==> config.mk <==
export PLATFORM = sky130hd
export DESIGN_NAME = ifetch_unit
export DESIGN_NICKNAME = d
export VERILOG_FILES = /design/src/rtl/ifetch_unit.sv
export SDC_FILE = /design/constraint.sdc
export NUM_CORES = 1
export LEC_CHECK = 0
export CAP_MARGIN = 15
export CORE_MARGIN = 2
export CORE_UTILIZATION = 45
export DETAILED_ROUTE_END_ITERATION = 10
export GPL_TIMING_DRIVEN = 0
export PLACE_DENSITY = 0.75
export SYNTH_ARGS = -nofsm -noshare
export SYNTH_HDL_FRONTEND = slang
export SYNTH_SLANG_ARGS = --single-unit
==> constraint.sdc <==
create_clock -name clk -period 11.5 [get_ports clk]
set_input_delay 2.3 -clock clk [delete_from_list [all_inputs] [get_ports clk]]
set_output_delay 2.3 -clock clk [all_outputs]
set_load 0.1 [all_outputs]
==> src/rtl/ifetch_unit.sv <==
// Instruction fetch front end: fetches the word at the PC and queues {pc, instr} pairs for decode.
// Latency: grant in cycle N, response no earlier than N+1, id_valid at N+2 (one instruction per 2 cycles peak).
// Backpressure: a full queue withholds ibus_req and holds the PC; only a registered pop frees a slot.
module ifetch_unit #(
    parameter int DEPTH = 2
) (
    input  logic        clk,
    input  logic        rst,
    input  logic [31:0] pc_addr,
    output logic        pc_stall,
    input  logic        flush,
    output logic        ibus_req,
    output logic [31:0] ibus_addr,
    input  logic        ibus_gnt,
    input  logic        ibus_rvalid,
    input  logic [31:0] ibus_rdata,
    output logic        id_valid,
    input  logic        id_ready,
    output logic [31:0] id_instr,
    output logic [31:0] id_pc
);
    localparam int PW = (DEPTH > 1) ? $clog2(DEPTH) : 1;
    localparam int CW = $clog2(DEPTH + 1);
    localparam logic [CW-1:0] DEPTH_C = CW'(DEPTH);

    // REQ: free to issue; WAIT_RSP: response owed and wanted; DISCARD: response owed but stale
    typedef enum logic [1:0] {
        S_REQ      = 2'd0,
        S_WAIT_RSP = 2'd1,
        S_DISCARD  = 2'd2
    } state_t;

    state_t        state_q;
    logic [31:0]   pend_pc_q;
    logic [CW-1:0] count_q, count_d;
    logic [PW-1:0] wr_ptr_q, wr_ptr_d;
    logic [PW-1:0] rd_ptr_q, rd_ptr_d;
    logic [31:0]   pc_mem_q  [DEPTH];
    logic [31:0]   ins_mem_q [DEPTH];

    logic empty;
    logic space;
    logic grant;
    logic push;
    logic pop;
    logic unused_pc_lsbs;

    // The bus only sees word addresses; the low PC bits are intentionally dropped.
    assign ibus_addr      = {pc_addr[31:2], 2'b00};
    assign unused_pc_lsbs = ^pc_addr[1:0];

    assign empty = (count_q == '0);
    // Credit comes from the registered count only, so a same-cycle pop never opens a slot.
    assign space = (count_q < DEPTH_C);

    // Flush masks the request so a PC load and a PC advance can never coincide.
    assign ibus_req = rst & (state_q == S_REQ) & space & ~flush;
    assign grant    = ibus_req & ibus_gnt;
    assign pc_stall = ~(rst & (flush | grant));

    assign push     = (state_q == S_WAIT_RSP) & ibus_rvalid & ~flush;
    assign id_valid = rst & ~empty & ~flush;
    assign pop      = id_valid & id_ready;

    assign id_instr = empty ? 32'h0 : ins_mem_q[rd_ptr_q];
    assign id_pc    = empty ? 32'h0 : pc_mem_q[rd_ptr_q];

    // Fetch sequencing: one outstanding request, stale responses are swallowed after a flush.
    always_ff @(posedge clk or negedge rst) begin
        if (!rst) begin
            state_q   <= S_REQ;
            pend_pc_q <= '0;
        end else begin
            case (state_q)
                S_REQ: begin
                    if (grant) begin
                        pend_pc_q <= ibus_addr;
                        state_q   <= S_WAIT_RSP;
                    end
                end
                S_WAIT_RSP: begin
                    if (ibus_rvalid) begin
                        state_q <= S_REQ;
                    end else if (flush) begin
                        state_q <= S_DISCARD;
                    end
                end
                S_DISCARD: begin
                    if (ibus_rvalid) begin
                        state_q <= S_REQ;
                    end
                end
                default: state_q <= S_REQ;
            endcase
        end
    end

    // Queue bookkeeping: flush empties it outright and overrides any push or pop on that edge.
    always_comb begin
        count_d  = count_q;
        wr_ptr_d = wr_ptr_q;
        rd_ptr_d = rd_ptr_q;
        if (flush) begin
            count_d  = '0;
            wr_ptr_d = '0;
            rd_ptr_d = '0;
        end else begin
            if (push) begin
                wr_ptr_d = wr_ptr_q + PW'(1);
            end
            if (pop) begin
                rd_ptr_d = rd_ptr_q + PW'(1);
            end
            if (push && !pop) begin
                count_d = count_q + CW'(1);
            end else if (pop && !push) begin
                count_d = count_q - CW'(1);
            end
        end
    end

    // Occupancy and pointer registers.
    always_ff @(posedge clk or negedge rst) begin
        if (!rst) begin
            count_q  <= '0;
            wr_ptr_q <= '0;
            rd_ptr_q <= '0;
        end else begin
            count_q  <= count_d;
            wr_ptr_q <= wr_ptr_d;
            rd_ptr_q <= rd_ptr_d;
        end
    end

    // Queue storage; contents are only visible through a valid head, so no reset is needed.
    always_ff @(posedge clk) begin
        if (push) begin
            pc_mem_q[wr_ptr_q]  <= pend_pc_q;
            ins_mem_q[wr_ptr_q] <= ibus_rdata;
        end
    end

endmodule

==> results of run 1 <==
-- stage by stage --
step	hold slack (ns)	utilization	instances	total power [mW]
floorplan	0.437	-	403	0.846
global placement	0.452	0.597	744	0.905
detailed placement	0.461	0.607	749	0.913
CTS	0.476	0.647	781	1.44
global route	0.491	0.647	781	1.48
finish	0.474	0.647	781	1.43
-- layer usage --
metal	routed length, um	track usage	up-vias
li1	-	-	1796
met1	5620	0.221	1801
met2	6090	0.275	146
met3	862	0.0555	20
met4	223	0.0661	0
met5	0	0	-
-- critical path, delay by kind of cell --
family / cells / cell delay (ns)
simple gates: 2 / 0.37
buf+inv: 3 / 1.69
-- power groups by stage --
| stage | combinational [mW] | clock, mW | sequential [mW] |
|---|---|---|---|
| floorplan | 0.151 | 0 | 0.694 |
| global placement | 0.206 | 0 | 0.699 |
| detailed placement | 0.211 | 0 | 0.702 |
| CTS | 0.212 | 0.541 | 0.691 |
| global route | 0.220 | 0.562 | 0.695 |
| finish | 0.211 | 0.528 | 0.691 |
-- final cells by class --
class,instances,area (um2),area share
clock inverters,8,88.8,0.00982
multi-input cells,189,1540,0.171
repair buffers,166,1730,0.191
well taps,180,225,0.0249
inverters,2,7.51,0.000830
clock buffers,24,472,0.0521
flip-flops and latches,160,4620,0.511
plain buffers,52,355,0.0393
-- sequential cells by signal, summed over array words and instances (netlist names) --
| name | flops |
|---|---|
| count_q | 2 |
| wr_ptr_q | 1 |
| state_q | 2 |
| ins_mem_q | 64 |
| rd_ptr_q | 1 |
| pc_mem_q | 60 |
| pend_pc_q | 30 |
-- cell usage in the layout (no fill, tap or decap), drive strengths merged, types with 2 or more instances in the layout --
master	count
nand2	2
nor4	2
nand3b	2
mux2i	63
inv	2
edfxtp	124
nand2b	3
mux2	30
dfrtp	36
clkbuf	32
conb	4
bufinv	2
o21ai	2
nor2	68
a21oi	4
clkinv	6
clkdlybuf4s50	160
buf	50
-- cells by family (layout without fill, tap and decap cells) --
logic type	count (synthesis)	count (layout)	share of synthesized area
compound gates	8	8	0.00712
xor+xnor	1	1	0.00135
buf+inv	54	252	0.0558
flops	160	160	0.711
mux	93	93	0.166
other cells	1	4	0.000576
simple gates	83	83	0.0587
-- cell usage after synthesis --
library cell | instances | area [um2]
sky130_fd_sc_hd__a21boi_0 | 1 | 7.51
sky130_fd_sc_hd__a21oi_1 | 4 | 20.0
sky130_fd_sc_hd__and3b_1 | 1 | 8.76
sky130_fd_sc_hd__and4b_1 | 1 | 10.0
sky130_fd_sc_hd__buf_2 | 7 | 35.0
sky130_fd_sc_hd__buf_4 | 34 | 255
sky130_fd_sc_hd__buf_6 | 3 | 33.8
sky130_fd_sc_hd__clkbuf_1 | 7 | 26.3
sky130_fd_sc_hd__clkbuf_2 | 1 | 5.00
sky130_fd_sc_hd__conb_1 | 1 | 3.75
sky130_fd_sc_hd__dfrtp_1 | 36 | 901
sky130_fd_sc_hd__edfxtp_1 | 124 | 3720
sky130_fd_sc_hd__inv_1 | 2 | 7.51
sky130_fd_sc_hd__mux2_2 | 1 | 11.3
sky130_fd_sc_hd__mux2_4 | 29 | 435
sky130_fd_sc_hd__mux2i_1 | 63 | 631
sky130_fd_sc_hd__nand2_1 | 2 | 7.51
sky130_fd_sc_hd__nand2b_1 | 1 | 6.26
sky130_fd_sc_hd__nand2b_2 | 1 | 8.76
sky130_fd_sc_hd__nand2b_4 | 1 | 13.8
sky130_fd_sc_hd__nand3b_1 | 2 | 15.0
sky130_fd_sc_hd__nor2_1 | 68 | 255
sky130_fd_sc_hd__nor3b_1 | 1 | 7.51
sky130_fd_sc_hd__nor4_1 | 2 | 12.5
sky130_fd_sc_hd__nor4b_4 | 1 | 23.8
sky130_fd_sc_hd__o21ai_0 | 2 | 10.0
sky130_fd_sc_hd__o41ai_1 | 1 | 8.76
sky130_fd_sc_hd__or2_2 | 1 | 6.26
sky130_fd_sc_hd__or3_1 | 1 | 6.26
sky130_fd_sc_hd__xnor2_1 | 1 | 8.76
-- path summary, 6_finish.rpt --
check	cells after the start	slack, ns	to	from
worst max-delay path	5	4.82	ibus_req	rst
worst min-delay path	0	0.47	pc_mem_q[1][7]$_DFFE_PP_	pend_pc_q[9]$_DFFE_PN0P_
worst max register to register	4	9.24	ins_mem_q[1][26]$_DFFE_PP_	state_q[1]$_DFFE_PN0P_
worst min register to register	0	0.47	pc_mem_q[1][7]$_DFFE_PP_	pend_pc_q[9]$_DFFE_PN0P_
max in group asynchronous	2	9.31	pend_pc_q[8]$_DFFE_PN0P_	rst
min in group asynchronous	1	1.73	pend_pc_q[12]$_DFFE_PN0P_	rst
==> results list, run 1 <==
- Vias in the first global route: 3947
* Sequential share of power: 0.484
- Data required time at the worst endpoint: 9.20 ns
- STA classifies the critical path endpoint as an output port.
* Part of the cycle the worst path needs: 0.581
- Dividing total power by cell area gives a power density of 158 nW/um2.
* Routed Antenna Nets: 0
- Sum Neg Setup Slack: 0 ns
- The die is 124 um tall.
* Filler cells: 1008
- For this design, the CTS-stage hold fixing added 0 buffers.
- Initial DRT Pass Iterations: 5
- The total count of max-transition violations in the final report is 0.
* Clock period minus final worst setup slack: 6.68 ns
* Core outline area: 14000 um2
- Iter 0 DRT Violations: 167
- At the pin with the least slew margin, the transition time is 1.03 ns.
- Clock transition time at the flip-flop clock pins of the worst setup and hold paths: 0.05 ns
- Setup repair after global routing left no endpoint under its margin.
- Final routed wirelength across all metal layers: 12800 um
- Layout Area Growth over Synthesis: 39.1%
* Startpoint Class: input pin
* Starting utilization of the core area: 0.465
- Of the total power, combinational logic draws 0.147.
- Ordered list of cells on the worst path: buf_2, buf_12, nand2b_4, nor4_1, clkdlybuf4s50_1
- Average cell area after synthesis: 16.3 um2
- The first global-routing pass estimated 20600 um of wire.
* Setup Slack @ Placement: 4.80 ns
* Relative slew margins: 0.312
- Outcome: finished, final reports clean
* Input/output buffers: 161
* Fmax: 150 MHz
* Hold WC Path Type: reg2reg
- Fraction of final layout cells with drive strength greater than 1: 0.188
- CTS-repair resized insts: 0
* Total standard cell area after synthesis: 6500 um2
- Antenna violations before repair: 0
- The repair_antennas step left the layout with diodes totalling 0.
* Worst voltage drop across the vdd grid: 121 uV
- Worst-path fanout max: 34
- RD Place Congestion: 0.729
- Setup violations remaining at the end of the flow were counted as 0.
- STA puts the critical path data arrival time at 4.38 ns.
- Maximum number of pins on one net before global-route repair: 35
* Max-cap viol count: 0
- DPL Wire Length: 8940 um
- Clock power share: 0.369
- TritonCTS clock tree: yes
- Deepest clock path buffer count: 2
- In this run, synthesis produced a sequential element count of 160.
* YS warnings: 0
- Across every metal layer, demand over resource in global routing totals 0.172.
- Of the synthesized area, sequential elements account for 0.711.
* Final worst clock skew: 0.00429 ns
* Critical path class: in2out
* Post-route cell area: 9050 um2
- The slowest stage of the critical path belongs to the cell sky130_fd_sc_hd__clkdlybuf4s50_1.
- Leakage: 3.30 nW
* Number of rows in the core area: 43
* Top-level I/O count: 169
- The tree is rooted in a sky130_fd_sc_hd__clkbuf_16.
- Highest cell delay on the worst timing path: 1.22 ns
- Number of buffers inserted to repair setup after CTS: 0
- CTS saw 160 sinks.
- Die outline width: 124 um
- The internal power of the cells totals 1.08 mW.
- In the post-route analysis, the smallest setup slack over all paths is 4.82 ns.
- Number of standard cells after synthesis: 400
- Buffers inserted during clock tree synthesis total 17.
- The die covers 15400 um2.
- Total overflow reported by the global router: 0
- The final-report hold violation count was 0.
- The net count of the finished layout is 658.
- Switching Power: 0.346 mW
- After detailed placement, the total cell area comes to 8490 um2.
- Average wire per standard cell: 16.4 um
* Remaining design rule violation count: 0
- Switching part of the total power: 0.242
- Dividing the detail-routed via count by the number of cells gives 4.82.
- The H-tree was split into 4 levels.
* Insertion delay of the later-clocked pin in the worst-skew pair: 0.42 ns
- Via count: 3763
* Number of distinct library cell variants in the gate-level netlist after synthesis: 30
Note: power is estimated with default switching activity, not from simulation.
==> run 2, diff against run 1 <==
--- a/config.mk
+++ b/config.mk
@@ -7,10 +7,10 @@
 export LEC_CHECK = 0
 export CAP_MARGIN = 15
 export CORE_MARGIN = 2
-export CORE_UTILIZATION = 45
+export CORE_UTILIZATION = 44
 export DETAILED_ROUTE_END_ITERATION = 10
 export GPL_TIMING_DRIVEN = 0
-export PLACE_DENSITY = 0.75
+export PLACE_DENSITY = 0.76
 export SYNTH_ARGS = -nofsm -noshare
 export SYNTH_HDL_FRONTEND = slang
 export SYNTH_SLANG_ARGS = --single-unit
==> constraint.sdc (replaced) <==
create_clock -name clk -period 6.1 [get_ports clk]
set_input_delay 1.22 -clock clk [delete_from_list [all_inputs] [get_ports clk]]
set_output_delay 1.22 -clock clk [all_outputs]
set_load 0.1 [all_outputs]
==> results list, run 2 (synthesis results as in run 1) <==
- The worst register-to-register path begins at state_q[1]$_DFFE_PN0P_.
- Layout Area Growth over Synthesis: 38.9%
- Routed Antenna Nets: 0
* Slack of the critical path: 1.66 ns
- The number of antenna violations at the first check in global routing was 0.
- Number of buffers inserted during clock tree synthesis: 17
- The worst setup path is captured at an output port.
- The clock net in this run drives a total of 160 sinks.
- For this run, the top clock speed supported by timing is 225 MHz.
* Fraction of final layout cells with drive strength greater than 1: 0.188
* Total overflow reported by the global router: 0
* Insertion delay of the later-clocked pin in the worst-skew pair: 0.42 ns
* CTS H-Tree Depth: 4
* Slew Limit Fails: 0
- Dividing total power by cell area gives a power density of 298 nW/um2.
- The initial utilization of the core area, before any placement, comes to 0.449.
- Clock period minus final worst setup slack: 4.44 ns
* Relative slew margins: 0.308
- Max-cap viol count: 0
- For the pin with the worst max-slew slack, the measured transition is 1.03 ns.
* Input/output buffers: 161
- For hold timing, the worst endpoint is pc_mem_q[0][11]$_DFFE_PP_.
- Entering global routing, the biggest net connects 36 pins.
- The first routing iteration left 175 violations.
- Most frequent standard cell in the layout excluding fill and tap cells: sky130_fd_sc_hd__clkdlybuf4s50_1
* Data required time at the worst endpoint: 4.88 ns
- The worst hold path belongs to the class reg2reg.
- CTS-repair resized insts: 0
* Filler cells: 1067
- Number of flip-flops under the largest register name: 64
- The flow ran to the end, and the final reports show no timing, DRC or antenna violations.
- Final Util: 0.624
- Commonest non-fill, non-tap cells in the layout: sky130_fd_sc_hd__clkdlybuf4s50_1 (160), sky130_fd_sc_hd__edfxtp_1 (124), sky130_fd_sc_hd__nor2_1 (66)
- Summed over all failing endpoints, the final setup total negative slack is 0 ns.
- Mean number of vias per cell: 4.84
- RD Place Congestion: 0.719
- Initial DRT Pass Iterations: 7
- Part of the cycle the worst path needs: 0.727
* Worst voltage drop across the vdd grid: 200 uV
- Hold Path Origin: pend_pc_q[13]$_DFFE_PN0P_
- Worst r2r path cells: 4
- In the final layout, the registers with the most flip-flops are ins_mem_q: 64 flops, pc_mem_q: 60 flops, pend_pc_q: 30 flops.
* Register with the most flip-flops: ins_mem_q
* Top-level I/O count: 169
* Count of nets after finishing: 658
* Die area: 15800 um2
- The wire-length estimate of the detail-placed layout is 9050 um.
- Along the worst path, the maximum fanout reaches 35.
* Final routed wirelength across all metal layers: 13000 um
- Remaining design rule violation count: 0
- Die Ht: 126 um
* Number of buffers inserted to repair setup after CTS: 0
- Minimum setup slack among reg-to-reg paths: 3.85 ns
* Power after layout: 2.69 mW
- Arrival time of data at the critical path endpoint: 3.22 ns
- Number of endpoints failing setup at the final stage: 0
- Number of hold violations in the final report: 0
- Deepest clock path buffer count: 2
- Final worst clock skew: 0.00576 ns
- Global-route usage over all layers: 0.172
* Inserted Diodes: 0
- Cell count of the worst hold path: 0
* Via count: 3798
* Core outline area: 14500 um2
- Die outline width: 126 um
- Startpoint Class: input pin
- The analysis attributes to cell leakage a power of 3.27 nW.
* Vias in the first global route: 4074
- Average wire per standard cell: 16.5 um
- Number of rows in the core area: 44
- Clock transition time at the flip-flop clock pins of the worst setup and hold paths: 0.06 ns
* TritonCTS clock tree: yes
* Critical path class: in2out
- Clock tree root driver cell: sky130_fd_sc_hd__clkbuf_16
- For this design, the CTS-stage hold fixing added 0 buffers.
- Reg-to-reg critical path endpoint: ins_mem_q[0][21]$_DFFE_PP_
- Setup Slack @ Placement: 1.67 ns
* Global-route wire length before repair: 20900 um
* RSZ-0062 raised after global routing: no
==> run 2: cell types whose count changed in the layout (fill, tap and decap cells not counted), sizes merged <==
cell      delta
clkbuf       -3
clkinvlp     +4
clkinv       -1
==> run 2: where the power goes <==
group / switching (mW) / total [mW] / internal [mW]
clock: 0.394 / 0.991 / 0.597
combinational: 0.233 / 0.396 / 0.163
sequential: 0.0416 / 1.30 / 1.26
==> run 2: worst max-delay path by stage <==
stage                                start                         end  slack (ns)  cells after the start
global placement               ibus_rvalid  ins_mem_q[1][15]$_DFFE_PP_       -0.83                      4
CTS                                    rst                    ibus_req        1.64                      5
floorplan                            flush                    ibus_req        0.56                      3
global route        count_q[1]$_DFFE_PN0P_                    id_pc[3]        1.53                      5
detailed placement                     rst                    ibus_req        1.67                      5
finish                                 rst                    ibus_req        1.66                      5
==> run 2: area by class of cell <==
type                       instances  area, um2  area share
multi-input combinational        189       1540       0.171
sequential                       160       4620       0.512
clock buffer                      21        440      0.0488
clock inverter                    11        116      0.0129
timing repair buffer             166       1710       0.190
inverter                           2       7.51    0.000831
buffer                            52        355      0.0393
tap                              184        230      0.0255
==> run 2: layer usage <==
metal,up-vias,global-route usage,wire [um]
met5,-,0,0
met4,0,0.0458,133
met3,15,0.0672,922
met2,138,0.291,6550
met1,1849,0.206,5390
li1,1796,-,-
==> run 2: worst max-delay path, cell delays in order <==
cell                              delay (ns)
sky130_fd_sc_hd__buf_2                  0.21
sky130_fd_sc_hd__buf_12                 0.25
sky130_fd_sc_hd__nand2b_4               0.08
sky130_fd_sc_hd__nor4_1                 0.21
sky130_fd_sc_hd__clkdlybuf4s50_1        1.22
==> run 2: through the flow <==
stage	instances	hold WS, ns	instance area, um2
after CTS	785	0.480	9030
final	785	0.478	9030
after detailed placement	753	0.461	8480
after global placement	748	0.452	8360
after floorplan	403	0.437	6520
after global routing	785	0.491	9030
